--- src/rtl/uart_pkg.sv ---
// Shared types and helpers for the word-to-byte UART transmit path.
package uart_pkg;

  localparam int BYTE_W = 8;

  typedef enum logic [2:0] {
    IDLE,
    LOAD,
    ISSUE,
    WAIT_BUSY,
    WAIT_READY
  } tx_state_t;

  function automatic int nbytes(input int data_width);
    return data_width / BYTE_W;
  endfunction

endpackage

--- src/rtl/sync_fifo.sv ---
// Single-clock circular FIFO with extra-MSB pointers, occupancy and a sticky
// overflow flag for pushes attempted while full.
module sync_fifo #(
  parameter int WIDTH      = 33,
  parameter int DEPTH_LOG2 = 3
) (
  input  logic                  clk_i,
  input  logic                  rst_ni,
  input  logic                  clear_i,
  input  logic                  push_i,
  input  logic [WIDTH-1:0]      push_data_i,
  input  logic                  pop_i,
  output logic [WIDTH-1:0]      pop_data_o,
  output logic                  full_o,
  output logic                  empty_o,
  output logic [DEPTH_LOG2:0]   count_o,
  output logic                  overflow_o
);

  localparam int DEPTH = 1 << DEPTH_LOG2;
  localparam logic [DEPTH_LOG2:0] PTR_ONE = 1;

  logic [WIDTH-1:0]    mem_q [DEPTH];
  logic [DEPTH_LOG2:0] wr_ptr_q, wr_ptr_d;
  logic [DEPTH_LOG2:0] rd_ptr_q, rd_ptr_d;
  logic                overflow_q, overflow_d;
  logic                push_ok;
  logic                pop_ok;

  assign full_o     = (wr_ptr_q[DEPTH_LOG2-1:0] == rd_ptr_q[DEPTH_LOG2-1:0]) &&
                      (wr_ptr_q[DEPTH_LOG2] != rd_ptr_q[DEPTH_LOG2]);
  assign empty_o    = (wr_ptr_q == rd_ptr_q);
  assign count_o    = wr_ptr_q - rd_ptr_q;
  assign overflow_o = overflow_q;
  assign pop_data_o = mem_q[rd_ptr_q[DEPTH_LOG2-1:0]];

  // Fullness is judged on the current pointers, so a pop in the same cycle
  // does not make room for a push.
  assign push_ok = push_i && !full_o && !clear_i;
  assign pop_ok  = pop_i && !empty_o && !clear_i;

  always_comb begin
    wr_ptr_d   = wr_ptr_q;
    rd_ptr_d   = rd_ptr_q;
    overflow_d = overflow_q;
    if (clear_i) begin
      wr_ptr_d   = '0;
      rd_ptr_d   = '0;
      overflow_d = 1'b0;
    end else begin
      if (push_ok)          wr_ptr_d   = wr_ptr_q + PTR_ONE;
      if (pop_ok)           rd_ptr_d   = rd_ptr_q + PTR_ONE;
      if (push_i && full_o) overflow_d = 1'b1;
    end
  end

  always_ff @(posedge clk_i or negedge rst_ni) begin
    if (!rst_ni) begin
      wr_ptr_q   <= '0;
      rd_ptr_q   <= '0;
      overflow_q <= 1'b0;
    end else begin
      wr_ptr_q   <= wr_ptr_d;
      rd_ptr_q   <= rd_ptr_d;
      overflow_q <= overflow_d;
    end
  end

  always_ff @(posedge clk_i) begin
    if (push_ok) mem_q[wr_ptr_q[DEPTH_LOG2-1:0]] <= push_data_i;
  end

endmodule

--- src/rtl/uart_word_tx_fifo.sv ---
// Queues words from the execution stage and serialises each one into bytes
// for a byte-wide UART sender, with flush, occupancy and overflow reporting.
module uart_word_tx_fifo
  import uart_pkg::*;
#(
  parameter int DATA_WIDTH = 32,
  parameter int DEPTH_LOG2 = 3,
  parameter bit MSB_FIRST  = 1'b1
) (
  input  logic                  CLK,
  input  logic                  reset_n,
  input  logic                  flush,
  input  logic [DATA_WIDTH-1:0] wr_data,
  input  logic                  wr_byte_only,
  input  logic                  wr_enable,
  output logic                  wr_ready,
  input  logic                  sender_ready,
  output logic [BYTE_W-1:0]     sender_data,
  output logic                  sender_enable,
  output logic [DEPTH_LOG2:0]   count,
  output logic                  busy,
  output logic                  overflow,
  output tx_state_t             dbg_state
);

  localparam int NBYTES  = nbytes(DATA_WIDTH);
  localparam int CNT_W   = $clog2(NBYTES + 1);
  localparam int ENTRY_W = DATA_WIDTH + 1;

  // Handshakes: a word is taken on any edge where wr_enable && wr_ready; a
  // byte is handed over by a one-cycle sender_enable pulse, only when
  // sender_ready was high, and the next byte waits for ready to fall and rise.
  tx_state_t             state_q, state_d;
  logic [DATA_WIDTH-1:0] shreg_q, shreg_d;
  logic [CNT_W-1:0]      left_q, left_d;
  logic [BYTE_W-1:0]     data_q, data_d;
  logic                  enable_q, enable_d;

  logic [ENTRY_W-1:0]    fifo_rdata;
  logic                  fifo_pop, fifo_full, fifo_empty;
  logic                  entry_bo;
  logic [DATA_WIDTH-1:0] entry_data;
  logic [BYTE_W-1:0]     cur_byte;
  logic [DATA_WIDTH-1:0] shreg_next;

  sync_fifo #(
    .WIDTH      (ENTRY_W),
    .DEPTH_LOG2 (DEPTH_LOG2)
  ) u_fifo (
    .clk_i       (CLK),
    .rst_ni      (reset_n),
    .clear_i     (flush),
    .push_i      (wr_enable),
    .push_data_i ({wr_byte_only, wr_data}),
    .pop_i       (fifo_pop),
    .pop_data_o  (fifo_rdata),
    .full_o      (fifo_full),
    .empty_o     (fifo_empty),
    .count_o     (count),
    .overflow_o  (overflow)
  );

  assign entry_bo   = fifo_rdata[DATA_WIDTH];
  assign entry_data = fifo_rdata[DATA_WIDTH-1:0];
  assign cur_byte   = MSB_FIRST ? shreg_q[DATA_WIDTH-1 -: BYTE_W] : shreg_q[BYTE_W-1:0];
  assign shreg_next = MSB_FIRST ? (shreg_q << BYTE_W) : (shreg_q >> BYTE_W);

  always_comb begin
    state_d  = state_q;
    shreg_d  = shreg_q;
    left_d   = left_q;
    data_d   = data_q;
    enable_d = 1'b0;
    fifo_pop = 1'b0;
    case (state_q)
      IDLE: begin
        if (!fifo_empty) state_d = LOAD;
      end
      LOAD: begin
        fifo_pop = 1'b1;
        // A byte-only word in MSB-first mode is parked at the top so the
        // normal shift path still emits data[7:0].
        shreg_d  = (entry_bo && MSB_FIRST) ? (entry_data << (DATA_WIDTH - BYTE_W))
                                           : entry_data;
        left_d   = entry_bo ? CNT_W'(1) : CNT_W'(NBYTES);
        state_d  = ISSUE;
      end
      ISSUE: begin
        if (sender_ready) begin
          data_d   = cur_byte;
          enable_d = 1'b1;
          shreg_d  = shreg_next;
          left_d   = left_q - 1'b1;
          state_d  = WAIT_BUSY;
        end
      end
      WAIT_BUSY: begin
        if (!sender_ready) state_d = WAIT_READY;
      end
      WAIT_READY: begin
        if (sender_ready) begin
          if (left_q != '0)     state_d = ISSUE;
          else if (!fifo_empty) state_d = LOAD;
          else                  state_d = IDLE;
        end
      end
      default: state_d = IDLE;
    endcase
    if (flush) begin
      state_d  = IDLE;
      data_d   = data_q;
      enable_d = 1'b0;
      fifo_pop = 1'b0;
    end
  end

  always_ff @(posedge CLK or negedge reset_n) begin
    if (!reset_n) begin
      state_q  <= IDLE;
      shreg_q  <= '0;
      left_q   <= '0;
      data_q   <= '0;
      enable_q <= 1'b0;
    end else begin
      state_q  <= state_d;
      shreg_q  <= shreg_d;
      left_q   <= left_d;
      data_q   <= data_d;
      enable_q <= enable_d;
    end
  end

  assign wr_ready      = !fifo_full;
  assign sender_data   = data_q;
  assign sender_enable = enable_q;
  assign busy          = (state_q != IDLE) || !fifo_empty;
  assign dbg_state     = state_q;

endmodule

--- config.mk ---
export PLATFORM = sky130hd
export DESIGN_NAME = uart_word_tx_fifo
export DESIGN_NICKNAME = d
export VERILOG_FILES = /design/src/rtl/uart_pkg.sv /design/src/rtl/sync_fifo.sv /design/src/rtl/uart_word_tx_fifo.sv
export SDC_FILE = /design/constraint.sdc
export NUM_CORES = 1
export LEC_CHECK = 0
export ABC_CLOCK_PERIOD_IN_PS = 4900
export CAP_MARGIN = 10
export CORE_MARGIN = 2
export CORE_UTILIZATION = 54
export DETAILED_ROUTE_END_ITERATION = 8
export GPL_TIMING_DRIVEN = 0
export PLACE_DENSITY_LB_ADDON = 0.15
export SETUP_SLACK_MARGIN = 0.5
export SLEW_MARGIN = 20
export SYNTH_ARGS = -nofsm -noshare
export SYNTH_HDL_FRONTEND = slang
export SYNTH_SLANG_ARGS = --single-unit
--- constraint.sdc ---
create_clock -name CLK -period 4.9 [get_ports CLK]
set_input_delay 0.49 -clock CLK [delete_from_list [all_inputs] [get_ports CLK]]
set_output_delay 0.49 -clock CLK [all_outputs]
set_load 0.005 [all_outputs]
# Word-level counts from Yosys, hierarchy flattened
# Memories as Yosys holds them, arrays and structs flattened.
# Index checks and enable logic that the tools add are counted.
[classes]
eq_ne = 12
muxes = 27
addsub = 4
n_reduce_logical = 20
n_bitwise = 1
[op_table]
columns = ["cell", "count"]
rows = [
  ["32-bit two-way mux", 2],
  ["32-bit one-hot mux with 2 select lines", 1],
  ["3-bit two-way mux", 7],
  ["4-bit two-way mux", 4],
  ["3-bit one-hot mux with 5 select lines", 1],
  ["3-bit != test (second input constant)", 4],
  ["1-bit two-way mux", 10],
  ["4-bit by 1-bit adder with 4-bit output (second input constant)", 2],
  ["2-bit nonzero test", 4],
  ["3-bit by 2-bit equality test with 1-bit output (second input constant)", 2],
  ["1-bit logical AND", 6],
  ["3-bit one-hot mux with 2 select lines", 1],
  ["3-bit nonzero test", 2],
  ["4-bit equality test", 1],
  ["4-bit AND reduction", 1],
  ["4-bit subtractor", 1],
  ["3-bit by 1-bit equality test with 1-bit output (second input constant)", 1],
  ["3-bit equality test", 1],
  ["3-bit equality test (second input constant)", 1],
  ["1-bit logical NOT", 3],
  ["3-bit logical NOT", 1],
  ["3-bit AND reduction", 1],
  ["3-bit by 1-bit subtractor with 3-bit output (second input constant)", 1],
  ["2-bit two-way mux", 1],
  ["5 further kinds", 5],
]
[word_totals]
word_cells = 73
mem_bits_rw = 264
inputBits = 38
register_bits = 56
out_inout_bits = 19
memories = 1
[mem_list]
columns = ["name", "words", "word_bits", "read_ports", "rd_clocked_by_memory_dff", "write_ports", "line_no", "rtl"]
rows = [
  ["u_fifo.mem_q", 8, 33, 1, 0, 1, "sync_fifo.sv:23", "logic [WIDTH-1:0] mem_q [DEPTH];"],
]

# Longest topological paths before layout
# Gate-level depths: netlist of the first run.
[logic_depth]
ltp_word = 7
mapped_depth = 8
ltp_nobuf = 6

# Hierarchy
# A second synthesis of the first run with hierarchy kept.
[hier_totals]
cells_unflattened = 746
hier_area_um2 = 13035.0
[modules_own_cells]
columns = ["module", "cells_each", "area_per_inst_um2", "seq_area_each_um2", "instances"]
rows = [
  ["sync_fifo", 524, 10591.4, 8152.8, 1],
  ["uart_word_tx_fifo", 222, 2443.6, 1176.1, 1],
]

# Worst setup path after synthesis of the first run
# OpenSTA, ideal clock, no wires.
[synth_timing]
kind = "reg2reg"
from = "register u_fifo.rd_ptr_q[2]"
to = "memory u_fifo.mem_q[1][0], enable pin"
setup_time_ns = 0.464
synth_period_minus_slack_ns = 4.855
setup_slack_ns = 0.045
arrival_ns = 4.391
required_ns = 4.436
path_buffers = 2
stages_incl_launch_ff = 9
path_cell_list = "dfrtp_1 buf_2 inv_2 buf_1 ha_1 nand3_1 o21ai_0 or3_1 nor3_1"
[synth_via]
elab_chain_cells = 7
[synth_lines]
columns = ["element", "line_no", "rtl"]
rows = [
  ["from (decl)", "sync_fifo.sv:25", "logic [DEPTH_LOG2:0] rd_ptr_q, rd_ptr_d;"],
  ["from (signal assigned)", "sync_fifo.sv:64", "rd_ptr_q <= rd_ptr_d;"],
  ["3-bit equality test", "sync_fifo.sv:30", "assign full_o = (wr_ptr_q[DEPTH_LOG2-1:0] == rd_ptr_q[DEPTH_LOG2-1:0]) &&"],
  ["1-bit logical AND", "sync_fifo.sv:30", ""],
  ["1-bit logical NOT", "sync_fifo.sv:39", "assign push_ok = push_i && !full_o && !clear_i;"],
  ["1-bit logical AND (2 in a row)", "sync_fifo.sv:39", ""],
  ["1-bit two-way mux", "sync_fifo.sv:70", "if (push_ok) mem_q[wr_ptr_q[DEPTH_LOG2-1:0]] <= push_data_i;"],
  ["1-bit two-way mux (implied by the code)", "sync_fifo.sv:70", ""],
  ["to (decl)", "sync_fifo.sv:23", ""],
]
# No other way between the ends.

# Worst setup path after layout of the first run
[layout_timing]
from = "register u_fifo.rd_ptr_q[2]"
to = "memory u_fifo.mem_q[0][20], enable pin"
# Same word-level chain as after synthesis.

==> flow_metrics.py, run 1 <==
metrics = {
    "global_routing": {
        "globalRouteOverflowTotal": 0,
        "grt_max_degree": 57,
        "first_pass_grt_wire_length_um": 42400,
        "grt_pass1_vias": 7286,
        "initial_antenna_violation_count": 0,
        "gr-usage-all-layers_pct": 23.2,
    },
    "clock_tree": {
        "tritoncts": "yes",
        "root_buffer": "sky130_fd_sc_hd__clkbuf_16",
        "tritoncts_num_sinks": 320,
        "clock_path_buffers": 3,
        "cts-htree-levels": 2,
        "clk-insertion-delay-late_ps": 510,
        "cts.reportedPaths.clkPinSlew_ps": 60,
        "cts_hold_buf": 0,
        "tritoncts_buffers": 34,
    },
    "logic_synthesis": {
        "syn_nets": 764,
        "synth.ff_latch_count": 320,
        "post_synth_instance_area_mm2": 0.0129,
        "synthDominantCellAreaShare_pct": 61.4,
        "synth_edf_count": 264,
        "ys_seq_area_share_pct": 72.3,
        "syn_avg_cell_area_um2": 18.0,
        "yosys.area.top_type": "sky130_fd_sc_hd__edfxtp_1",
        "synth_top_flop_cell": "sky130_fd_sc_hd__edfxtp_1",
        "yosysWarningCount": 0,
        "synthArstFlopShare_pct": 17.5,
        "synth.lib_cells_used.distinct": 40,
        "synthesis.instances": 718,
        "ys_top_cells_by_area": "sky130_fd_sc_hd__edfxtp_1 61%, sky130_fd_sc_hd__mux4_2 11%, sky130_fd_sc_hd__dfrtp_1 11%",
    },
    "timing": {
        "timing.final.setup_violations": 0,
        "report.final.hold_viol_count": 0,
        "worst_slew_margin_rel_pct": 46.3,
        "drv_slew": 0,
        "pnr_worst_setup_slack_ps": 709,
        "final.setup_skew_ps": 12.3,
        "grt_setup_unrepaired": "false",
        "period_share_pct": 85.5,
        "fin_crit_period_ps": 4190,
        "max_clock_freq_mhz": 239,
        "max_slew.worst_pin.slew_ps": 805,
        "total_negative_slack_for_setup_checks_ps": 0,
    },
    "drt": {
        "wl_per_cell_um": 23.8,
        "vias_per_cell": 5.98,
        "routed_wirelength_um": 27800,
        "detail-route-antenna-nets": 0,
        "drt_iter0_drc": 505,
        "dr_total_vias": 6997,
        "firstDrtPassIters": 7,
        "drc": 0,
    },
    "floorplanning": {
        "io-pin-count": 57,
        "dieHeight_um": 159,
        "fp-row-count": 56,
        "core_area_mm2": 0.0235,
        "die_ar_mm2": 0.0252,
        "die_width_um": 159,
        "effective_utilization_at_floorplan_pct": 55.0,
    },
    "pwr": {
        "power.clock.fraction_pct": 37.5,
        "seqPwrFrac_pct": 48.3,
        "switching_share_pct": 23.9,
        "power.net_switching_mw": 1.64,
        "power.combinational.fraction_pct": 14.2,
        "leakage_power_nw": 5.23,
        "worst_case_vdd_ir_drop_mv": 0.310,
        "pwr_density_cell_mw_per_mm2": 444,
        "cellInternalPower_mw": 5.19,
    },
    "placed_design": {
        "hpwlAfterDp_um": 18300,
        "dp_worst_setup_slack_ps": 662,
        "gp_congestion": 0.891,
        "io_buffers": 56,
    },
    "worst_setup_path": {
        "crit_path_max_fanout": 12,
        "cp_capture_type": "flip-flop",
        "cp.arrival_ps": 4400,
        "critPathRequiredTime_ps": 5110,
        "crit_path_start_kind": "flip-flop",
        "ff2ff_setup_slack_ps": 710,
        "worstReg2RegStart": "u_fifo.rd_ptr_q[2]$_DFFE_PN0P_",
        "crit_type": "reg -> reg",
        "crit_path_start": "u_fifo.rd_ptr_q[2]$_DFFE_PN0P_",
    },
    "layout": {
        "num-fill-cells": 1579,
        "nNetsFinal": 871,
        "layout_commonest_cell": "sky130_fd_sc_hd__edfxtp_1",
        "post_route_cells_drive_above_1_share_pct": 23.3,
        "area_growth_pct": 19.1,
        "antenna_cells_inserted": 0,
        "final_cell_mix": "264 x sky130_fd_sc_hd__edfxtp_1, 64 x sky130_fd_sc_hd__mux4_2, 56 x sky130_fd_sc_hd__dfrtp_1, 55 x sky130_fd_sc_hd__clkdlybuf4s50_1, 39 x sky130_fd_sc_hd__nand2_1",
    },
    "run": {
        "max-cap-violations": 0,
    },
    "worst_hold_path": {
        "hold_path_class": "in -> async",
    },
    "status": {
        "status": "completed",
    },
}
cell families after synthesis:
kind of cell    after synthesis  synth area share [%]
buf+inv                      53                  1.95
mux                         110                  15.1
xor+xnor                     10                 0.678
simple gates                107                  3.72
flops                       320                  72.3
fa+ha+maj                     8                 0.833
compound gates              110                  5.50
what timing repair did:
item                                    in CTS  in global routing
resized for setup                            0                  0
buffers inserted                             0                  2
endpoints found under the setup margin       0                 17
critical path: stages, from the launching register on:
cell,delay (ps)
sky130_fd_sc_hd__dfrtp_1,400
sky130_fd_sc_hd__buf_2,220
sky130_fd_sc_hd__inv_2,220
sky130_fd_sc_hd__buf_1,570
sky130_fd_sc_hd__ha_1,380
sky130_fd_sc_hd__nand3_1,320
sky130_fd_sc_hd__o21ai_0,280
sky130_fd_sc_hd__or3_1,560
sky130_fd_sc_hd__nor3_4,510
sky130_fd_sc_hd__buf_8,230
sky130_fd_sc_hd__buf_8,180
state kept, by name, indices dropped and copies added, names as in the netlist:
name	flops
u_fifo.mem_q	264
shreg_q	32
sender_data	8
u_fifo.rd_ptr_q	4
u_fifo.wr_ptr_q	4
dbg_state	3
left_q	3
sender_enable	1
u_fifo.overflow_o	1
power groups by stage:
stage                     sequential (mW)  combinational [mW]  clock (mW)
after detailed placement             3.35               0.966           0
after global placement               3.34               0.911           0
after global routing                 3.32                1.06        2.73
after floorplan                      3.30               0.606           0
final                                3.30               0.969        2.56
after CTS                            3.30               0.972        2.61
final timing paths:
kind / to / depth (start not counted)
max: u_fifo.mem_q[0][20]$_DFFE_PP_ / 10
min: sender_enable$_DFF_PN0_ / 1
max reg2reg: u_fifo.mem_q[0][20]$_DFFE_PP_ / 10
min reg2reg: shreg_q[1]$_DFFE_PN0P_ / 2
max in group asynchronous: shreg_q[3]$_DFFE_PN0P_ / 1
min in group CLK: shreg_q[1]$_DFFE_PN0P_ / 2
stage by stage:
stage | instances | hold slack [ps] | util (%) | total power, mW | cell area [um^2]
after floorplan | 718 | 194 | - | 3.91 | 12900
after global routing | 1170 | 90.7 | 65.5 | 7.11 | 15400
after CTS | 1168 | 62.7 | 65.4 | 6.88 | 15300
final | 1170 | 37.4 | 65.5 | 6.83 | 15400
after global placement | 1093 | 463 | 59.1 | 4.25 | 13900
after detailed placement | 1106 | 480 | 60.5 | 4.32 | 14200
area by class of cell:
cell class | instances | area (um^2) | area share [%]
tap | 319 | 399 | 2.60
multi-input combinational | 345 | 3400 | 22.1
timing repair buffer | 71 | 861 | 5.60
inverter | 12 | 45.0 | 0.293
buffer | 41 | 206 | 1.34
clock buffer | 47 | 983 | 6.40
sequential | 320 | 9330 | 60.7
clock inverter | 15 | 149 | 0.969
routing by layer:
layer | vias to the layer above | track usage, % | part of all wire, %
li1 | 3057 | - | -
met1 | 3671 | 31.9 | 43
met2 | 218 | 37.9 | 49
met3 | 51 | 3.92 | 4.8
met4 | 0 | 8.15 | 2.7
met5 | - | 0 | 0
cell usage after synthesis (3+ instances only):
master and number:
sky130_fd_sc_hd__nor3_1 3, sky130_fd_sc_hd__edfxtp_1 264, sky130_fd_sc_hd__xor2_1 5, sky130_fd_sc_hd__dfrtp_1 56
sky130_fd_sc_hd__o21ai_1 9, sky130_fd_sc_hd__buf_1 3, sky130_fd_sc_hd__o211a_1 8, sky130_fd_sc_hd__nand3b_1 3
sky130_fd_sc_hd__o21ai_0 14, sky130_fd_sc_hd__ha_1 7, sky130_fd_sc_hd__nand2_1 39, sky130_fd_sc_hd__and2_1 8
sky130_fd_sc_hd__xnor2_1 5, sky130_fd_sc_hd__nor2_1 38, sky130_fd_sc_hd__nor2b_1 3, sky130_fd_sc_hd__a21oi_1 38
sky130_fd_sc_hd__inv_1 10, sky130_fd_sc_hd__a21o_1 5, sky130_fd_sc_hd__clkbuf_1 16, sky130_fd_sc_hd__mux2_2 34
sky130_fd_sc_hd__mux4_2 64, sky130_fd_sc_hd__mux2i_1 12, sky130_fd_sc_hd__buf_2 18, sky130_fd_sc_hd__o211ai_1 20
sky130_fd_sc_hd__o31ai_1 11, sky130_fd_sc_hd__nand2b_1 4
No activity file was read; power rests on OpenSTA's default activity.
==> inputs of run 2 (changes only) <==
--- a/config.mk
+++ b/config.mk
@@ -8,8 +8,9 @@
 export ABC_CLOCK_PERIOD_IN_PS = 4900
 export CAP_MARGIN = 10
 export CORE_MARGIN = 2
-export CORE_UTILIZATION = 54
+export CORE_UTILIZATION = 57
 export DETAILED_ROUTE_END_ITERATION = 8
+export DONT_BUFFER_PORTS = 1
 export GPL_TIMING_DRIVEN = 0
 export PLACE_DENSITY_LB_ADDON = 0.15
 export SETUP_SLACK_MARGIN = 0.5
==> flow_metrics.py, run 2 (same netlist as run 1, synthesis figures left out) <==
metrics = {
    "timing": {
        "grt_setup_unrepaired": "false",
        "drv_slew": 0,
        "report.final.hold_viol_count": 0,
        "worst_hold_slack_after_final_layout_ps": 53.3,
        "max_clock_freq_mhz": 247,
        "fin_crit_period_ps": 4050,
        "timing.final.setup_violations": 0,
        "final.setup_skew_ps": 6.13,
        "period_share_pct": 82.8,
        "max_slew.worst_pin.slew_ps": 826,
        "worst_slew_margin_rel_pct": 45.0,
    },
    "layout": {
        "largest_reg_flops": 264,
        "post_route_cells_drive_above_1_share_pct": 24.6,
        "multiInputGateArea_mm2": 0.00340,
        "layout.cells.non_filler": 1082,
        "nNetsFinal": 818,
        "layout_commonest_cell": "sky130_fd_sc_hd__edfxtp_1",
        "finalInstanceArea_mm2": 0.0148,
        "seqCellArea_mm2": 0.00933,
        "area_growth_pct": 14.4,
        "num-fill-cells": 1529,
        "antenna_cells_inserted": 0,
        "final_cell_mix": "264 x sky130_fd_sc_hd__edfxtp_1, 64 x sky130_fd_sc_hd__mux4_2, 56 x sky130_fd_sc_hd__dfrtp_1, 39 x sky130_fd_sc_hd__nand2_1, 38 x sky130_fd_sc_hd__a21oi_1",
    },
    "floorplanning": {
        "fp-row-count": 55,
        "effective_utilization_at_floorplan_pct": 57.6,
        "io-pin-count": 57,
        "die_ar_mm2": 0.0239,
        "dieHeight_um": 155,
        "core_area_mm2": 0.0224,
        "die_width_um": 155,
    },
    "worst_setup_path": {
        "cp.arrival_ps": 4260,
        "timing.critical_path.slowest_stage_cell": "sky130_fd_sc_hd__or3_1",
        "crit_type": "reg -> reg",
        "number_of_cells_on_the_worst_reg_to_reg_path": 10,
        "critPathRequiredTime_ps": 5110,
        "worstReg2RegStart": "u_fifo.rd_ptr_q[2]$_DFFE_PN0P_",
        "cp_capture_type": "flip-flop",
        "crit_chain": "buf_2 > inv_2 > clkbuf_2 > ha_1 > nand3_1 > o21ai_0 > or3_1 > nor3_4 > buf_8 > buf_6",
        "cpPeakStageDelay_ps": 560,
        "crit_path_start_kind": "flip-flop",
        "crit_path_max_fanout": 10,
        "r2r_end": "u_fifo.mem_q[1][14]$_DFFE_PP_",
        "ff2ff_setup_slack_ps": 850,
    },
    "placed_design": {
        "cell_count_after_placement": 1019,
        "hpwlAfterDp_um": 18300,
        "placement.cell_area_mm2": 0.0137,
        "io_buffers": 0,
        "gp_congestion": 0.855,
    },
    "clock_tree": {
        "clk-insertion-delay-late_ps": 500,
        "tritoncts": "yes",
        "tritoncts_buffers": 34,
        "cts-htree-levels": 2,
        "cts.reportedPaths.clkPinSlew_ps": 60,
        "clock_path_buffers": 3,
        "root_buffer": "sky130_fd_sc_hd__clkbuf_16",
        "tritoncts_num_sinks": 320,
    },
    "drt": {
        "drt_iter0_drc": 611,
        "firstDrtPassIters": 7,
        "routed_wirelength_um": 26900,
        "dr_total_vias": 6612,
        "drc": 0,
        "vias_per_cell": 6.11,
        "detail-route-antenna-nets": 0,
        "wl_per_cell_um": 24.9,
    },
    "worst_hold_path": {
        "hold_path_class": "in -> reg",
        "worstHoldPathCells": 1,
        "worstHoldEndpoint": "dbg_state[2]$_DFFE_PN0P_",
        "hold_path.startpoint": "sender_ready",
    },
    "global_routing": {
        "gr-usage-all-layers_pct": 23.4,
        "first_pass_grt_wire_length_um": 41800,
        "initial_antenna_violation_count": 0,
        "grt_max_degree": 57,
        "globalRouteOverflowTotal": 0,
        "grt_pass1_vias": 7005,
    },
    "run": {
        "max-cap-violations": 0,
    },
    "pwr": {
        "worst_case_vdd_ir_drop_mv": 0.301,
        "leakage_power_nw": 5.02,
        "pwr_density_cell_mw_per_mm2": 443,
    },
    "status": {
        "status": "completed",
    },
}
-- run 2: cell count changes in the layout (fill, tap and decap cells not counted), sizes merged --
cell / change
inv: +1
clkdlybuf4s50: -55
bufinv: -2
clkinvlp: -2
clkbuf: -1
dlygate4sd3: +1
clkinv: +4
-- run 2: final cells by class --
| type | count | area share (%) |
|---|---|---|
| well taps | 285 | 2.41 |
| repair buffers | 18 | 2.52 |
| clock buffers | 45 | 6.54 |
| clock inverters | 16 | 0.644 |
| multi-input cells | 345 | 23.0 |
| plain buffers | 41 | 1.41 |
| flip-flops and latches | 320 | 63.2 |
| inverters | 12 | 0.305 |
-- run 2: layer usage --
layer	vias up	global-route usage [%]	part of all wire, %
li1	2937	-	-
met1	3416	33.5	43
met2	210	37.6	49
met3	49	4.17	5.2
met4	0	7.41	2.7
met5	-	0	0
-- run 2: critical path, delay by kind of cell (launching register included) --
family	cells	cell delay (ps)
flip-flops	1	390
AND/OR/NAND/NOR	3	1430
adder cells (fa/ha/maj)	1	430
AO/OA/AOI/OAI	1	290
buffers and inverters	5	1190
-- run 2: worst max-delay path by stage --
stage                                   start                       endpoint  slack, ps  depth (start not counted)
6_report       u_fifo.rd_ptr_q[2]$_DFFE_PN0P_  u_fifo.mem_q[1][14]$_DFFE_PP_        850                         10
5_1_grt        u_fifo.rd_ptr_q[2]$_DFFE_PN0P_  u_fifo.mem_q[1][14]$_DFFE_PP_        710                         10
4_1_cts        u_fifo.rd_ptr_q[2]$_DFFE_PN0P_  u_fifo.mem_q[1][14]$_DFFE_PP_        550                         10
3_5_place_dp   u_fifo.rd_ptr_q[2]$_DFFE_PN0P_  u_fifo.mem_q[1][21]$_DFFE_PP_        640                         10
3_3_place_gp   u_fifo.rd_ptr_q[2]$_DFFE_PN0P_  u_fifo.mem_q[3][18]$_DFFE_PP_      -1230                          8
2_1_floorplan  u_fifo.rd_ptr_q[2]$_DFFE_PN0P_   u_fifo.mem_q[7][0]$_DFFE_PP_        930                          8
-- run 2: report_power, final --
part / switching [mW] / internal (mW)
clock: 0.985 / 1.44
sequential: 0.143 / 3.17
combinational: 0.446 / 0.365
total: 1.57 / 4.97
-- run 2: timing repair --
item	in CTS	in global routing
setup endpoints to repair	0	17
resized for setup	0	1
endpoints found under the hold margin	56	0
buffers inserted	0	0
hold buffers	2	0
-- run 2: stage by stage --
step                      TNS [ps]  utilization, %  total power, mW  worst slack (ps)
final                            0            65.8             6.54               845
after global placement     -299160            59.2             4.10             -1230
after floorplan                  0               -             3.91               929
after global routing             0            65.8             6.80               705
after CTS                        0            65.8             6.59               548
after detailed placement         0            60.9             4.16               637
==> inputs of run 3 (changes only) <==
--- a/config.mk
+++ b/config.mk
@@ -5,10 +5,10 @@
 export SDC_FILE = /design/constraint.sdc
 export NUM_CORES = 1
 export LEC_CHECK = 0
-export ABC_CLOCK_PERIOD_IN_PS = 4900
+export ABC_CLOCK_PERIOD_IN_PS = 4210
 export CAP_MARGIN = 10
 export CORE_MARGIN = 2
-export CORE_UTILIZATION = 57
+export CORE_UTILIZATION = 61
 export DETAILED_ROUTE_END_ITERATION = 8
 export DONT_BUFFER_PORTS = 1
 export GPL_TIMING_DRIVEN = 0
==> constraint.sdc (replaced) <==
create_clock -name CLK -period 4.21 [get_ports CLK]
set_input_delay 0.421 -clock CLK [delete_from_list [all_inputs] [get_ports CLK]]
set_output_delay 0.421 -clock CLK [all_outputs]
set_load 0.005 [all_outputs]
==> flow_metrics.py, run 3 (same netlist as run 1, synthesis figures left out) <==
metrics = {
    "status": {
        "status": "completed",
    },
    "floorplanning": {
        "fp-row-count": 53,
        "dieHeight_um": 149,
        "core_area_mm2": 0.0209,
        "die_ar_mm2": 0.0223,
        "effective_utilization_at_floorplan_pct": 61.8,
        "io-pin-count": 57,
        "die_width_um": 149,
    },
    "layout": {
        "antenna_cells_inserted": 0,
        "area_growth_pct": 16.4,
        "nNetsFinal": 861,
        "post_route_cells_drive_above_1_share_pct": 23.7,
        "layout_commonest_cell": "sky130_fd_sc_hd__edfxtp_1",
        "final_cell_mix": "264 x sky130_fd_sc_hd__edfxtp_1, 64 x sky130_fd_sc_hd__mux4_2, 56 x sky130_fd_sc_hd__dfrtp_1, 39 x sky130_fd_sc_hd__nand2_1, 38 x sky130_fd_sc_hd__a21oi_1",
        "finalInstanceArea_mm2": 0.0150,
        "largest_reg_flops": 264,
    },
    "worst_setup_path": {
        "cp.arrival_ps": 3810,
        "critPathRequiredTime_ps": 4460,
        "crit_path_max_fanout": 10,
        "cp_capture_type": "flip-flop",
        "crit_path_start_kind": "flip-flop",
        "crit_type": "reg -> reg",
    },
    "clock_tree": {
        "clock_path_buffers": 3,
        "cts.reportedPaths.clkPinSlew_ps": 60,
        "cts-htree-levels": 1,
        "tritoncts_buffers": 31,
        "tritoncts": "yes",
        "tritoncts_num_sinks": 320,
        "root_buffer": "sky130_fd_sc_hd__clkbuf_16",
        "clk-insertion-delay-late_ps": 560,
    },
    "drt": {
        "wl_per_cell_um": 24.9,
        "drc": 0,
        "vias_per_cell": 6.27,
        "detail-route-antenna-nets": 0,
        "firstDrtPassIters": 7,
        "drt_iter0_drc": 519,
        "dr_total_vias": 6956,
        "routed_wirelength_um": 27700,
    },
    "pwr": {
        "leakage_power_nw": 5.13,
        "worst_case_vdd_ir_drop_mv": 0.515,
        "power.combinational.fraction_pct": 13.7,
        "pwr_density_cell_mw_per_mm2": 493,
        "cellInternalPower_mw": 5.59,
        "seqPwrFrac_pct": 52.0,
        "power.clock.fraction_pct": 34.2,
        "switching_share_pct": 24.5,
        "power.net_switching_mw": 1.82,
    },
    "run": {
        "max-cap-violations": 0,
    },
    "global_routing": {
        "gr-usage-all-layers_pct": 25.9,
        "globalRouteMet3Util_pct": 3.02,
        "first_pass_grt_wire_length_um": 42400,
        "grt_use_met2_pct": 43.3,
        "global_route.peak_usage_layer": "met2",
        "grt_max_degree": 57,
        "initial_antenna_violation_count": 0,
        "grt.met1_usage_pct": 36.3,
        "grt_pass1_vias": 7218,
        "globalRouteOverflowTotal": 0,
    },
    "timing": {
        "final.setup_skew_ps": 23.5,
        "timing.final.setup_violations": 0,
        "max_slew.worst_pin.slew_ps": 824,
        "max_clock_freq_mhz": 281,
        "report.final.hold_viol_count": 0,
        "total_negative_slack_for_setup_checks_ps": 0,
        "drv_slew": 0,
        "worst_slew_margin_rel_pct": 45.1,
        "fin_crit_period_ps": 3550,
        "grt_setup_unrepaired": "false",
        "period_share_pct": 84.4,
    },
    "placed_design": {
        "io_buffers": 0,
        "hpwlAfterDp_um": 17800,
        "placement.cell_area_mm2": 0.0135,
        "gp_congestion": 0.931,
    },
    "worst_hold_path": {
        "hold_path_class": "in -> reg",
    },
}
[run 3: cell count changes in the layout (fill, tap and decap cells not counted), moves of 2 or more]
cell / change
sky130_fd_sc_hd__dlygate4sd3_1: +36
sky130_fd_sc_hd__buf_4: +9
sky130_fd_sc_hd__buf_12: +8
sky130_fd_sc_hd__buf_16: -6
sky130_fd_sc_hd__clkbuf_16: -6
sky130_fd_sc_hd__clkinv_2: -4
sky130_fd_sc_hd__clkinv_1: +2
[run 3: final cells by class]
cell class	count	area, um^2
buffer	41	208
timing repair buffer	64	783
fill	1259	5860
multi-input combinational	345	3400
sequential	320	9330
inverter	12	45.0
clock inverter	16	123
clock buffer	37	798
tap	275	344
[run 3: worst max-delay path, stage by stage (launching register included)]
cell	delay [ps]
sky130_fd_sc_hd__dfrtp_1	410
sky130_fd_sc_hd__buf_2	220
sky130_fd_sc_hd__inv_2	210
sky130_fd_sc_hd__buf_2	340
sky130_fd_sc_hd__ha_1	340
sky130_fd_sc_hd__nand3_2	210
sky130_fd_sc_hd__o21ai_0	250
sky130_fd_sc_hd__or3_1	570
sky130_fd_sc_hd__nor3_4	310
sky130_fd_sc_hd__buf_8	190
sky130_fd_sc_hd__buf_8	160
[run 3: metal layers]
metal  vias up  part of all wire, %
met4         0                  2.7
met1      3611                   41
met3        48                  5.8
li1       3021                    -
met5         -                    0
met2       276                   50
[run 3: path summary, 6_finish.rpt]
| check | start | slack (ps) | cells after the start | to |
|---|---|---|---|---|
| worst max register to register | u_fifo.rd_ptr_q[2]$_DFFE_PN0P_ | 660 | 10 | u_fifo.mem_q[0][20]$_DFFE_PP_ |
| max in group asynchronous | reset_n | 3560 | 2 | shreg_q[14]$_DFFE_PN0P_ |
| min in group asynchronous | reset_n | 400 | 2 | u_fifo.overflow_o$_DFFE_PN0P_ |
| worst min register to register | left_q[1]$_DFFE_PN0P_ | 490 | 2 | left_q[1]$_DFFE_PN0P_ |
| worst min-delay path | wr_enable | 40 | 2 | u_fifo.overflow_o$_DFFE_PN0P_ |
| worst max-delay path | u_fifo.rd_ptr_q[2]$_DFFE_PN0P_ | 660 | 10 | u_fifo.mem_q[0][20]$_DFFE_PP_ |
[run 3: what timing repair did]
| action | CTS | global route |
|---|---|---|
| resized for setup | 1 | 1 |
| hold endpoints to repair | 322 | 0 |
| pin swaps | 8 | 0 |
| setup endpoints to repair | 265 | 73 |
| buffers inserted | 14 | 0 |
| hold buffers | 38 | 0 |
| gates cloned | 0 | 0 |
[run 3: per-stage QoR]
step	cells	setup WS [ps]	utilization [%]	power, mW	hold WS (ps)
after floorplan	718	239	-	4.55	125
after global placement	993	-1930	63.5	4.78	127
after detailed placement	1005	36.9	64.8	4.84	127
after CTS	1110	557	71.9	7.43	20.0
after global routing	1110	509	72.0	7.69	61.4
final	1110	657	72.0	7.41	37.8
[run 3: power groups by stage]
stage / logic (mW) / registers, mW / clock network [mW]
after global placement: 0.873 / 3.90 / 0
after CTS: 1.01 / 3.85 / 2.57
final: 1.02 / 3.86 / 2.54
after detailed placement: 0.930 / 3.92 / 0
after floorplan: 0.706 / 3.84 / 0
after global routing: 1.12 / 3.88 / 2.69
==> patch 1 (flow settings as in run 2) <==
Change the package constant `BYTE_W` from 8 to 10.
--- a/src/rtl/uart_pkg.sv
+++ b/src/rtl/uart_pkg.sv
@@ -2,5 +2,5 @@
 package uart_pkg;
 
-  localparam int BYTE_W = 8;
+  localparam int BYTE_W = 10;
 
   typedef enum logic [2:0] {
Ports: changed (resized sender_data); port bits go from 57 to 59. No check against the original RTL was run, so the function may have changed too.
==> patch 1 against run 2 <==
- final area rose by 0.59%
- sequential share of layout area fell by 0.20 points
- routed wire length rose by 0.54%
- largest cell class unchanged
- final cell count fell by 0.28%
- worst setup slack got worse by 89 ps
- utilization rose by 0.19 points
- sequential cell count rose by 1
- power rose by 0.24%
- critical path depth did not move
- area after synthesis rose by 0.42%
- via count rose by 1.4%
- global-route usage rose by 0.17 points
==> patch 1: results <==
{
  "grt_usage_pct": 23.6,
  "ir_drop_mv": 0.406,
  "htreeDepth": 2,
  "grt_antenna_before_repair": 1,
  "first_pass_iters": 5,
  "worst_slew_pin_slew_ps": 976,
  "power_density_mw_per_mm2": 442,
  "place_ws_ps": 752,
  "cts.clk_slew.worst_paths_ps": 60,
  "gp_congestion": 0.904,
  "nets": 815,
  "drive_above_1_share_pct": 21.4,
  "dpl.cell_count": 1014,
  "status": "completed",
  "root_buffer": "clkbuf_16",
  "viasPerCell": 6.21,
  "hold_path_class": "in -> reg",
  "clock_latency_ps": 510,
  "p_leak_nw": 5.05,
  "seq_area_frac_synth_pct": 72.1,
  "yosysUniqueCellTypes": 40,
  "fin_skew_ps": 23.8,
  "synth_area_leaders": "edfxtp_1, dfrtp_1, mux4_2",
  "clock_path_buffers": 3,
  "syn_nets": 758,
  "r2r_end": "u_fifo.mem_q[5][1]$_DFFE_PP_",
  "cpMaxStageDelayCell": "nor2_4",
  "place_hpwl_um": 18000,
  "cp_data_arrival_time_ps": 4340,
  "met2_length_um": 13100,
  "post_drt_wl_per_cell_um": 25.1,
  "grt_pass1_vias": 7022,
  "wl_met1_um": 11400,
  "first_iter_violations": 661,
  "holdPathEnd": "dbg_state[2]$_DFFE_PN0P_",
  "r2r_setup_slack_ps": 760,
  "fillers": 1489,
  "timing.hold.ws_ps": 63.8,
  "dr.max_layer_used": "met5",
  "final_cell_count_no_fill": 1079,
  "min_from": "sender_ready",
  "synth_common_cells": "edfxtp_1, dfrtp_1, mux4_2",
  "synth_ff_type": "edfxtp_1",
  "wl_met3_um": 1670,
  "num_antenna_cells": 0,
  "cts_buffers": 34,
  "r2r_start": "u_fifo.rd_ptr_q[2]$_DFFE_PN0P_",
  "synth_edf_count": 264,
  "start_kind": "register",
  "grt_start_max_net_pins": 58,
  "largest_register_ffs": 264,
  "yosys_warnings": 0,
  "min_delay_path_depth": 1,
  "synthArstFlopShare_pct": 17.8,
  "syn_area_per_cell_um2": 18.2,
  "path_max_fanout": 18,
  "grt_first_pass_wirelength_um": 41600,
  "crit_path_max_incr_delay_ps": 640,
  "placed_area_mm2": 0.0137,
  "ff2ff_path_depth": 10
}
-- patch 1: changes by cell type after synthesis, sizes merged, moves of 6 or more --
cell / delta
o211a: -8
inv: +6
and2: -8
a21oi: -10
or3: +8
a31o: +8
o31ai: -11
mux2i: +10
-- patch 1: worst max-delay path by stage --
stage / end / slack [ps] / cells after the start
floorplan: u_fifo.mem_q[7][0]$_DFFE_PP_ / 850 / 9
global placement: u_fifo.mem_q[3][17]$_DFFE_PP_ / -1440 / 9
detailed placement: u_fifo.mem_q[6][14]$_DFFE_PP_ / 750 / 10
CTS: u_fifo.mem_q[6][3]$_DFFE_PP_ / 700 / 10
global route: u_fifo.mem_q[7][6]$_DFFE_PP_ / 510 / 11
finish: u_fifo.mem_q[5][1]$_DFFE_PP_ / 760 / 10
-- patch 1: logic make-up (layout without fill, tap and decap cells) --
family / after synthesis / count (layout) / share of synthesized area, %
xor+xnor: 10 / 10 / 0.676
simple gates: 103 / 103 / 3.72
fa+ha+maj: 7 / 7 / 0.733
mux: 122 / 122 / 16.3
buf+inv: 58 / 139 / 2.15
flops: 321 / 321 / 72.1
compound gates: 92 / 92 / 4.31
-- patch 1: metrics by stage --
step | setup TNS (ps) | util, % | total power [mW]
after detailed placement | 0 | 61.1 | 4.21
final | 0 | 66.0 | 6.56
after floorplan | 0 | - | 3.95
after global routing | 0 | 66.0 | 6.84
after global placement | -343840 | 59.2 | 4.16
after CTS | 0 | 65.9 | 6.61
-- patch 1: cell type report --
type	count	area share [%]
sequential	321	63.0
multi-input combinational	334	22.9
clock buffer	45	6.15
timing repair buffer	21	2.90
tap	285	2.40
buffer	40	1.42
clock inverter	15	0.834
inverter	18	0.455
-- patch 1: worst max-delay path: cells and delay by family, from the launching register on --
family                     cells  cell delay, ps
adders and majority gates      1             390
DFF                            1             360
and+or+nand+nor                3            1500
AOI/OAI and AO/OA              1             270
buffers and inverters          5            1290
-- patch 1: timing repair --
item / 4_1_cts / 5_1_grt
setup endpoints to repair: 0 / 10
hold buffers: 2 / 0
endpoints found under the hold margin: 57 / 0
resized for setup: 0 / 0
buffers inserted: 0 / 3
-- patch 1: where the power goes --
part	switching, mW	internal, mW	total, mW
Sequential	0.130	3.17	3.30
Combinational	0.483	0.390	0.872
Clock	0.969	1.42	2.39
Total	1.58	4.98	6.56
-- patch 1: layer usage --
layer	vias to the layer above	track usage, %
met3	57	5.07
met2	262	37.7
met4	2	8.20
met1	3458	32.9
met5	-	0
li1	2926	-
==> patch 2 (flow settings as in run 2) <==
Made on the original files. Take the reset off `shreg_q` and load it in a clocked block of its own.
--- a/src/rtl/uart_word_tx_fifo.sv
+++ b/src/rtl/uart_word_tx_fifo.sv
@@ -118,5 +118,4 @@
     if (!reset_n) begin
       state_q  <= IDLE;
-      shreg_q  <= '0;
       left_q   <= '0;
       data_q   <= '0;
@@ -124,9 +123,12 @@
     end else begin
       state_q  <= state_d;
-      shreg_q  <= shreg_d;
       left_q   <= left_d;
       data_q   <= data_d;
       enable_q <= enable_d;
     end
+  end
+
+  always_ff @(posedge CLK) begin
+    shreg_q <= shreg_d;
   end
 
Behaviour: no difference found for any inputs over 10 cycles, from zero or initial values and one cycle with reset_n low; that may be too few to reach the edited logic, so the function may still have changed.
==> patch 2 against run 2 <==
- the run now ends with negative hold slack left
- final cell count down 9.0%
- synthesized cell count down 11%
- final area decreased by 4.0%
- power decreased by 6.2%
- sequential cell count is the same
- worst setup slack got worse by 92 ps
- area after synthesis is 3.2% lower
- routed wire length down 9.5%
- global-route usage decreased by 2.4 points
==> patch 2: results <==
{
  "status": "finished, violations left",
  "failed_checks": "negative hold slack",
  "route.final.wire_length_um": 24400,
  "grt_first_pass_wirelength_um": 36400,
  "yosysUniqueCellTypes": 42,
  "hold_path_class": "in -> async",
  "timing.slew.headroom_pct": 45.1,
  "nets": 731,
  "syn_nets": 683,
  "ir_drop_mv": 0.256,
  "cts_hold_buf": 1,
  "place_hpwl_um": 15700,
  "synthArstFlopShare_pct": 7.50,
  "drive_above_1_share_pct": 23.0,
  "grt_pass1_vias": 6176,
  "grt_usage_pct": 21.0,
  "cts_setup_buffers": 0,
  "root_buffer": "clkbuf_16",
  "ff2ff_path_depth": 11,
  "startpoint": "u_fifo.rd_ptr_q[2]$_DFFE_PN0P_",
  "dpl.cell_count": 928,
  "synth_common_cells": "edfxtp_1, mux4_2, nand2_1",
  "seq_area_frac_synth_pct": 75.9,
  "synth_area_leaders": "edfxtp_1, mux4_2, dfrtp_1",
  "r2r_setup_slack_ps": 750,
  "timing.hold.ws_ps": -31.8,
  "clockPowerShare_pct": 38.0,
  "crit_path_max_incr_delay_ps": 660,
  "cts_buffers": 34,
  "cpMaxStageDelayCell": "nor3_4",
  "r2r_end": "u_fifo.mem_q[1][28]$_DFFE_PP_",
  "vias": 6039,
  "viasPerCell": 6.13,
  "path_max_fanout": 12,
  "swShare_pct": 22.2,
  "cp_data_arrival_time_ps": 4350,
  "p_leak_nw": 4.75,
  "first_pass_iters": 5,
  "postSynthCellCount": 637,
  "finalPower_mw": 6.14,
  "cp_top_family": "buffers and inverters",
  "finalHoldViolCount": 24,
  "fillers": 1401,
  "grt_start_max_net_pins": 27,
  "synth_edf_count": 296,
  "first_iter_violations": 640,
  "p_comb_share_pct": 9.4,
  "largest_register_ffs": 264,
  "fin_skew_ps": 14.0,
  "gp_congestion": 0.768
}
patch 2: layout make-up:
cell class	count	area share [%]
buffer	28	1.09
clock buffer	42	6.36
clock inverter	14	0.724
inverter	20	0.529
multi-input combinational	269	20.2
sequential	320	66.9
tap	280	2.47
timing repair buffer	12	1.71
patch 2: layer usage:
metal | track usage (%) | wire [um] | vias up
li1 | - | - | 2643
met4 | 5.12 | 363 | 0
met3 | 4.62 | 1790 | 31
met2 | 34.9 | 12200 | 227
met5 | 0 | 0 | -
met1 | 29.1 | 10000 | 3138
patch 2: stage by stage:
stage	hold slack, ps	setup slack (ps)	instance area (um2)
floorplan	194	937	12500
global placement	195	-1010	12900
detailed placement	195	720	13200
CTS	48.2	705	14200
global route	10.3	512	14200
finish	-31.8	753	14200
patch 2: cells by family after synthesis:
kind of cell,after synthesis,share of synthesized area [%]
adders and majority gates,8,0.861
muxes,100,14.5
buffers and inverters,48,1.83
DFF,320,75.9
xor gates and xnor gates,10,0.701
and+or+nand+nor,95,3.38
AOI/OAI and AO/OA,56,2.83
